--- src/rtl/axis_divider.sv ---
// Iterative 32-bit radix-2 restoring divider with valid-only operand/result channels.
// Define AXIS_DIVIDER_SIGNED_EN for two's-complement signed operands; default is unsigned.
module axis_divider (
    input  logic        aclk,
    input  logic        aresetn,
    input  logic        s_axis_dividend_tvalid,
    input  logic [31:0] s_axis_dividend_tdata,
    input  logic        s_axis_divisor_tvalid,
    input  logic [31:0] s_axis_divisor_tdata,
    output logic        m_axis_dout_tvalid,
    output logic [63:0] m_axis_dout_tdata
);

    typedef enum logic [1:0] {StIdle, StBusy, StDone} state_e;

    state_e      state_q, state_d;
    logic [5:0]  cnt_q, cnt_d;
    logic [31:0] dividend_q, dividend_d;
    logic [31:0] divisor_q, divisor_d;
    logic [31:0] quo_q, quo_d;
    logic [31:0] rem_q, rem_d;
    logic [63:0] dout_q, dout_d;

    logic [31:0] divisor_mag;
    logic [32:0] rem_shift;
    logic [32:0] rem_diff;

    function automatic logic [31:0] magnitude(input logic [31:0] v);
`ifdef AXIS_DIVIDER_SIGNED_EN
        return v[31] ? (~v + 32'd1) : v;
`else
        return v;
`endif
    endfunction

    assign divisor_mag = magnitude(divisor_q);
    assign rem_shift   = {rem_q, quo_q[31]};
    assign rem_diff    = rem_shift - {1'b0, divisor_mag};

    always_comb begin
        state_d    = state_q;
        cnt_d      = cnt_q;
        dividend_d = dividend_q;
        divisor_d  = divisor_q;
        quo_d      = quo_q;
        rem_d      = rem_q;
        dout_d     = dout_q;

        case (state_q)
            StIdle: begin
                if (s_axis_dividend_tvalid && s_axis_divisor_tvalid) begin
                    dividend_d = s_axis_dividend_tdata;
                    divisor_d  = s_axis_divisor_tdata;
                    // quo_q doubles as the dividend shift register during iteration
                    quo_d      = magnitude(s_axis_dividend_tdata);
                    rem_d      = '0;
                    cnt_d      = '0;
                    state_d    = StBusy;
                end
            end
            StBusy: begin
                if (cnt_q < 6'd32) begin
                    if (rem_shift >= {1'b0, divisor_mag}) begin
                        rem_d = rem_diff[31:0];
                        quo_d = {quo_q[30:0], 1'b1};
                    end else begin
                        rem_d = rem_shift[31:0];
                        quo_d = {quo_q[30:0], 1'b0};
                    end
                    cnt_d = cnt_q + 6'd1;
                end else if (cnt_q == 6'd32) begin
                    if (divisor_q == '0) begin
                        quo_d = '1;
                        rem_d = dividend_q;
                    end else begin
`ifdef AXIS_DIVIDER_SIGNED_EN
                        if (dividend_q[31] ^ divisor_q[31]) quo_d = ~quo_q + 32'd1;
                        if (dividend_q[31]) rem_d = ~rem_q + 32'd1;
`endif
                    end
                    cnt_d = 6'd33;
                end else begin
                    dout_d  = {quo_q, rem_q};
                    state_d = StDone;
                end
            end
            StDone: begin
                state_d = StIdle;
            end
            default: begin
                state_d = StIdle;
            end
        endcase
    end

    always_ff @(posedge aclk or negedge aresetn) begin
        if (!aresetn) begin
            state_q    <= StIdle;
            cnt_q      <= '0;
            dividend_q <= '0;
            divisor_q  <= '0;
            quo_q      <= '0;
            rem_q      <= '0;
            dout_q     <= '0;
        end else begin
            state_q    <= state_d;
            cnt_q      <= cnt_d;
            dividend_q <= dividend_d;
            divisor_q  <= divisor_d;
            quo_q      <= quo_d;
            rem_q      <= rem_d;
            dout_q     <= dout_d;
        end
    end

    assign m_axis_dout_tvalid = (state_q == StDone);
    assign m_axis_dout_tdata  = dout_q;

endmodule

--- config.mk ---
export PLATFORM = sky130hd
export DESIGN_NAME = axis_divider
export DESIGN_NICKNAME = d
export VERILOG_FILES = /design/src/rtl/axis_divider.sv
export SDC_FILE = /design/constraint.sdc
export NUM_CORES = 1
export LEC_CHECK = 0
export ABC_CLOCK_PERIOD_IN_PS = 3900
export CAP_MARGIN = 10
export CORE_UTILIZATION = 55
export DETAILED_ROUTE_END_ITERATION = 12
export GPL_TIMING_DRIVEN = 0
export HOLD_SLACK_MARGIN = 0.12
export PLACE_DENSITY = 0.77
export SLEW_MARGIN = 20
export SYNTH_ARGS = -nofsm -noshare
export SYNTH_HDL_FRONTEND = slang
export SYNTH_SLANG_ARGS = --single-unit
--- constraint.sdc ---
create_clock -name aclk -period 3.9 [get_ports aclk]
set_clock_uncertainty 0.1 [all_clocks]
set_input_delay 0.585 -clock aclk [delete_from_list [all_inputs] [get_ports aclk]]
set_output_delay 0.585 -clock aclk [all_outputs]
set_load 0.01 [all_outputs]
After elaboration in Yosys (flattened, before gate mapping)
Cells that the tools add are included.

$mul: 0. Mux-type cells: 20. Divide/modulo/power cells: 0. Reduce and logical (&&, ||, !) cells: 9. Bitwise operators: 2. Add/sub/neg operators: 2. Equality and inequality tests: 8. Shift-type cells: 0. Magnitude comparators: 2.

Operators by type and width (count): 2-to-1 mux 32 bit (9); one-hot mux 32 bit (2 select lines) (2); >= comparator 33 x 32 -> 1 bit (1); logical NOT 32 bit (1); subtractor 32 bit (1); 2-to-1 mux 6 bit (3); one-hot mux 6 bit (2 select lines) (1); AND reduction 3 bit (3); adder 6 x 1 -> 6 bit (second input constant) (1); == test 6 bit (second input constant) (1); less-than comparator 6 bit (second input constant) (1); 2-to-1 mux 2 bit (3); inequality test 2 bit (second input constant) (3); inequality test 3 bit (second input constant) (2); one-hot mux 2 bit (2 select lines) (1); AND reduction 4 bit (1); == test 2 x 1 -> 1 bit (second input constant) (1); == test 2 bit (second input constant) (1); logical NOT 2 bit (1); inverter 1 bit (2); AND reduction 2 bit (1); nonzero test 2 bit (1); logical AND 1 bit (1); 2-to-1 mux 1 bit (1).

Output and inout bits: 65. Register bits: 200. Memories: 0. RAM bits: 0. Word-level logic and storage cells: 50. Bits in read-only memories: 0. Input port bits: 68. Latch bits: 0.

Longest topological paths before layout
Depth in word-level cells: 5. Depth in mapped cells: 14. Gate-level depth less buffers: 13.

Least setup slack after synthesis
Ideal clock, no wire load.

Path kind: reg2reg. Start point: register quo_q[31]. End point: register rem_q[24]. Arrival: 2.618 ns. Setup slack: 1.048 ns. Cell stages (with the launch flop): 14. Data required time: 3.666 ns. Period minus slack after synthesis: 2.852 ns. Path buffers: 0. Setup time: 0.134 ns. Cells stage by stage: dfrtp_1 inv_1 ha_1 inv_1 fa_1 a21oi_1 o21a_1 o211ai_1 a21oi_1 o21ai_1 a31o_2 a2111oi_0 a211o_1 o21ai_1.

Longest elaborated chain between the ends: 4. Elaborated cells on any way between the ends: 5. Classes of those cells: 1 x add/sub; 1 x order compare; 3 x mux.

Ends and longest elaborated chain: start, declared (line 20) `logic [31:0] quo_q, quo_d;`; start signal, assigned (line 110) `quo_q <= quo_d;`; subtractor 32 bit / >= comparator 33 x 32 -> 1 bit (equally long branches) (line 38, 63); 2-to-1 mux 32 bit (*) (line 63) `if (rem_shift >= {1'b0, divisor_mag}) begin`; 2-to-1 mux 32 bit (*) (line 62) `if (cnt_q < 6'd32) begin`; one-hot mux 32 bit (2 select lines) (*) (line 49) `case (state_q)`; end signal, assigned (line 111) `rem_q <= rem_d;`; end, declared (line 21) `logic [31:0] rem_q, rem_d;`.

Mark *: on every way between the ends. The rest lies on a longest branch, timed or not. A chain may end at the register's enable or synchronous reset.

Final worst setup path
Same ends and word-level chain as after synthesis.

==> impl_metrics.csv <==
group,metric,value,unit
status,status,"complete, no violations",
die,start_util,0.561,
grt,gr-usage-all-layers,0.314,
route,post-route-drc-count,0,
setup_path,crit_fanout,3,
route,firstDrtPassIters,7,
grt,grt_pass1_vias,8256,
finish,antenna_cells,0,
pwr,internal_power,6.98,mW
synth,synth_fp_nets,1195,
place,port_buffers,132,
route,routed_wl,28300,µm
flow_run,cap_violations,0,
grt,grt_start_max_net_pins,102,
timing,hold_violations,0,
synth,synth_cells,1092,
clock_tree,cts_tree,"yes",
pwr,pwr-share-seq,0.311,
pwr,pwr-share-clk,0.147,
setup_path,r2r-start,"quo_q[31]",
pwr,ir_drop,0.423,mV
die,ios,133,
pwr,switching_share,0.443,
setup_path,critPathLaunchType,"flop",
setup_path,critPathRequiredTime,4110,ps
setup_path,rr_endpoint,"rem_q[24]",
clock_tree,worstSkewPairLatency,440,ps
timing,rsz0062_at_grt,"false",
place,dpl.hpwl,20500,µm
timing,fin_crit_sh,0.873,
clock_tree,cts_hold_repair.buffers,1,
place,dp_cells,1455,
setup_path,critical_path_arrival,3620,ps
clock_tree,clkTransAtPathRegs,80,ps
synth,ys_warn_count,0,
synth,synth-edff-count,0,
setup_path,worst-r2r-setup-slack,490,ps
die,die_w,137,µm
pwr,total_power,12.5,mW
die,rows,49,
clock_tree,clock-sinks,200,
timing,hold-worst-slack,377,ps
finish,syn2layout_area_growth,23.0,%
route,route.vias.total,8663,
synth,yosysSeqAreaShare,0.498,
synth,synth_area_per_cell,9.20,µm²
timing,setup_viol,0,
place,gp_congestion,0.903,
route,drt-initial-drc-count,825,
finish,layout_common_cells,"nand2_1 (298), dfrtp_1 (200), clkdlybuf4s50_1 (131), o21ai_0 (94), clkbuf_1 (45)",
timing,tightest_slew,1210,ps
timing,setup_ws,494,ps
route,postRouteAntennaNets,0,
synth,synth_seq_cells,200,
finish,final_common_cell,"nand2_1",
finish,drive_above_1_share,0.0755,
die,die_area,18800,µm²
setup_path,critPathCaptureType,"flop",
worst_hold_path,min_path_cells,2,
worst_hold_path,worstHoldEndpoint,"m_axis_dout_tdata[21]",
route,via_per_inst,5.82,
grt,overflow,0,
synth,synthFlopType,"dfrtp_1",
finish,final_nets,1349,
timing,max_freq,294,MHz
synth,ys_async_sr_fraction,1.00,
finish,finalInstanceArea,12300,µm²
timing,slew_violations,0,
finish,finalNonFillerCells,1488,
pwr,combPwrFrac,0.542,
setup_path,criticalPathCategory,"flop to flop",
die,dieHeight,137,µm
pwr,powerDensity,1010,nW/µm²
die,fp.coreArea,17900,µm²
clock_tree,post-cts-setup-buffers,0,
worst_hold_path,min_from,"m_axis_dout_tdata[21]",
timing,period_needed,3410,ps
setup_path,reg2reg_depth,13,
clock_tree,cts-root-buf,"clkbuf_16",
pwr,power.leakage,5.59,nW
timing,max_slew_margin,0.185,
pwr,p_switching,5.55,mW
clock_tree,ctsResizeCount,0,
place,pre_cts_ws,359,ps
route,wl_per_cell,19.0,µm
worst_hold_path,min_path_type,"flop to flop",
clock_tree,h-tree-depth,4,
place,place_area,11700,µm²
synth,syn-cell-area,10000,µm²
grt,grt_pass1_wl,44100,µm
grt,antenna_found_initial,0,
clock_tree,cts-buffers-inserted,17,
synth,synth.distinct_cells,68,
clock_tree,clk_path_buf_depth,2,
-- through the flow --
stage                util  TNS (ps)
finish              0.690         0
global route        0.690         0
CTS                 0.690         0
detailed placement  0.654         0
global placement    0.651  -1226350
floorplan               -         0
-- logic make-up (layout without fill, tap and decap cells) --
logic type | after synthesis | after routing | synth area share
buffers and inverters | 104 | 271 | 0.0417
and+or+nand+nor | 396 | 396 | 0.162
muxes | 49 | 49 | 0.0544
adders and majority gates | 35 | 35 | 0.0444
xor gates and xnor gates | 25 | 25 | 0.0218
DFF | 200 | 200 | 0.498
AOI/OAI and AO/OA | 283 | 283 | 0.177
-- worst max-delay path by stage --
stage / from / to / slack [ps] / depth (start not counted)
after CTS: quo_q[31] / rem_q[24] / 540 / 13
after detailed placement: s_axis_dividend_tvalid / divisor_mag[1] / 360 / 6
final: quo_q[31] / rem_q[24] / 490 / 13
after global routing: quo_q[31] / rem_q[24] / 250 / 13
after global placement: aresetn / m_axis_dout_tdata[40] / -6150 / 1
after floorplan: quo_q[31] / rem_q[24] / 1050 / 13
-- metal layers --
| layer | vias up | share of wire | track usage |
|---|---|---|---|
| li1 | 4092 | - | - |
| met3 | 56 | 0.069 | 0.0511 |
| met1 | 4184 | 0.46 | 0.457 |
| met5 | - | 0 | 0 |
| met4 | 0 | 0.031 | 0.114 |
| met2 | 331 | 0.44 | 0.471 |
-- power groups by stage --
stage | clock network [mW] | registers [mW] | logic (mW)
after floorplan | 0 | 3.76 | 4.60
after global placement | 0 | 3.87 | 6.52
after detailed placement | 0 | 3.89 | 6.64
after CTS | 1.86 | 3.86 | 6.72
after global routing | 1.94 | 4.00 | 7.49
final | 1.85 | 3.89 | 6.79
-- sequential cells by signal, summed over array words and instances (netlist names) --
name	count
dividend_q	32
m_axis_dout_tdata	64
divisor_mag	32
cnt_q	6
quo_q	32
state_q	2
rem_q	32
-- layout make-up --
type / count / area, µm²
sequential: 200 / 5000
clock inverter: 15 / 203
timing repair buffer: 135 / 1390
fill: 1476 / 5550
multi-input combinational: 788 / 4620
clock buffer: 17 / 425
tap: 229 / 287
inverter: 45 / 169
buffer: 59 / 250
-- worst max-delay path, stage by stage, from the launching register on --
cell       delay, ps
dfrtp_1          450
inv_1            130
ha_1             170
inv_1             50
fa_1             400
a21oi_1          250
o21a_1           150
o211ai_1         150
a21oi_1          280
o21ai_1          160
a31o_2           310
a2111oi_0        420
a211o_1          210
o21ai_1           70
-- cells in the mapped netlist, types with 3 or more instances --
library cell,n,area share
a22oi_1,17,0.013
o21ai_1,21,0.010
a21o_1,16,0.012
o22ai_1,33,0.021
mux2_4,3,0.0045
nand3_1,13,0.0065
and3_1,6,0.0037
buf_2,8,0.0040
o31ai_1,5,0.0037
o21a_1,5,0.0037
nor2b_1,6,0.0037
inv_1,43,0.016
o211ai_1,3,0.0022
a222oi_1,5,0.0050
nand2_1,298,0.11
nand2b_1,3,0.0019
a211o_1,3,0.0026
clkbuf_1,45,0.017
a31oi_1,6,0.0037
dfrtp_1,200,0.50
buf_1,3,0.0011
a211oi_1,5,0.0037
nor3_1,8,0.0040
xnor2_1,13,0.011
nor2_1,34,0.013
nand4_1,6,0.0037
ha_1,34,0.042
mux2i_1,13,0.013
mux2_2,33,0.037
a21oi_1,41,0.020
xor2_1,12,0.010
o21ai_0,94,0.047
nor4_1,9,0.0056
Power figures use the tool's default switching activity.
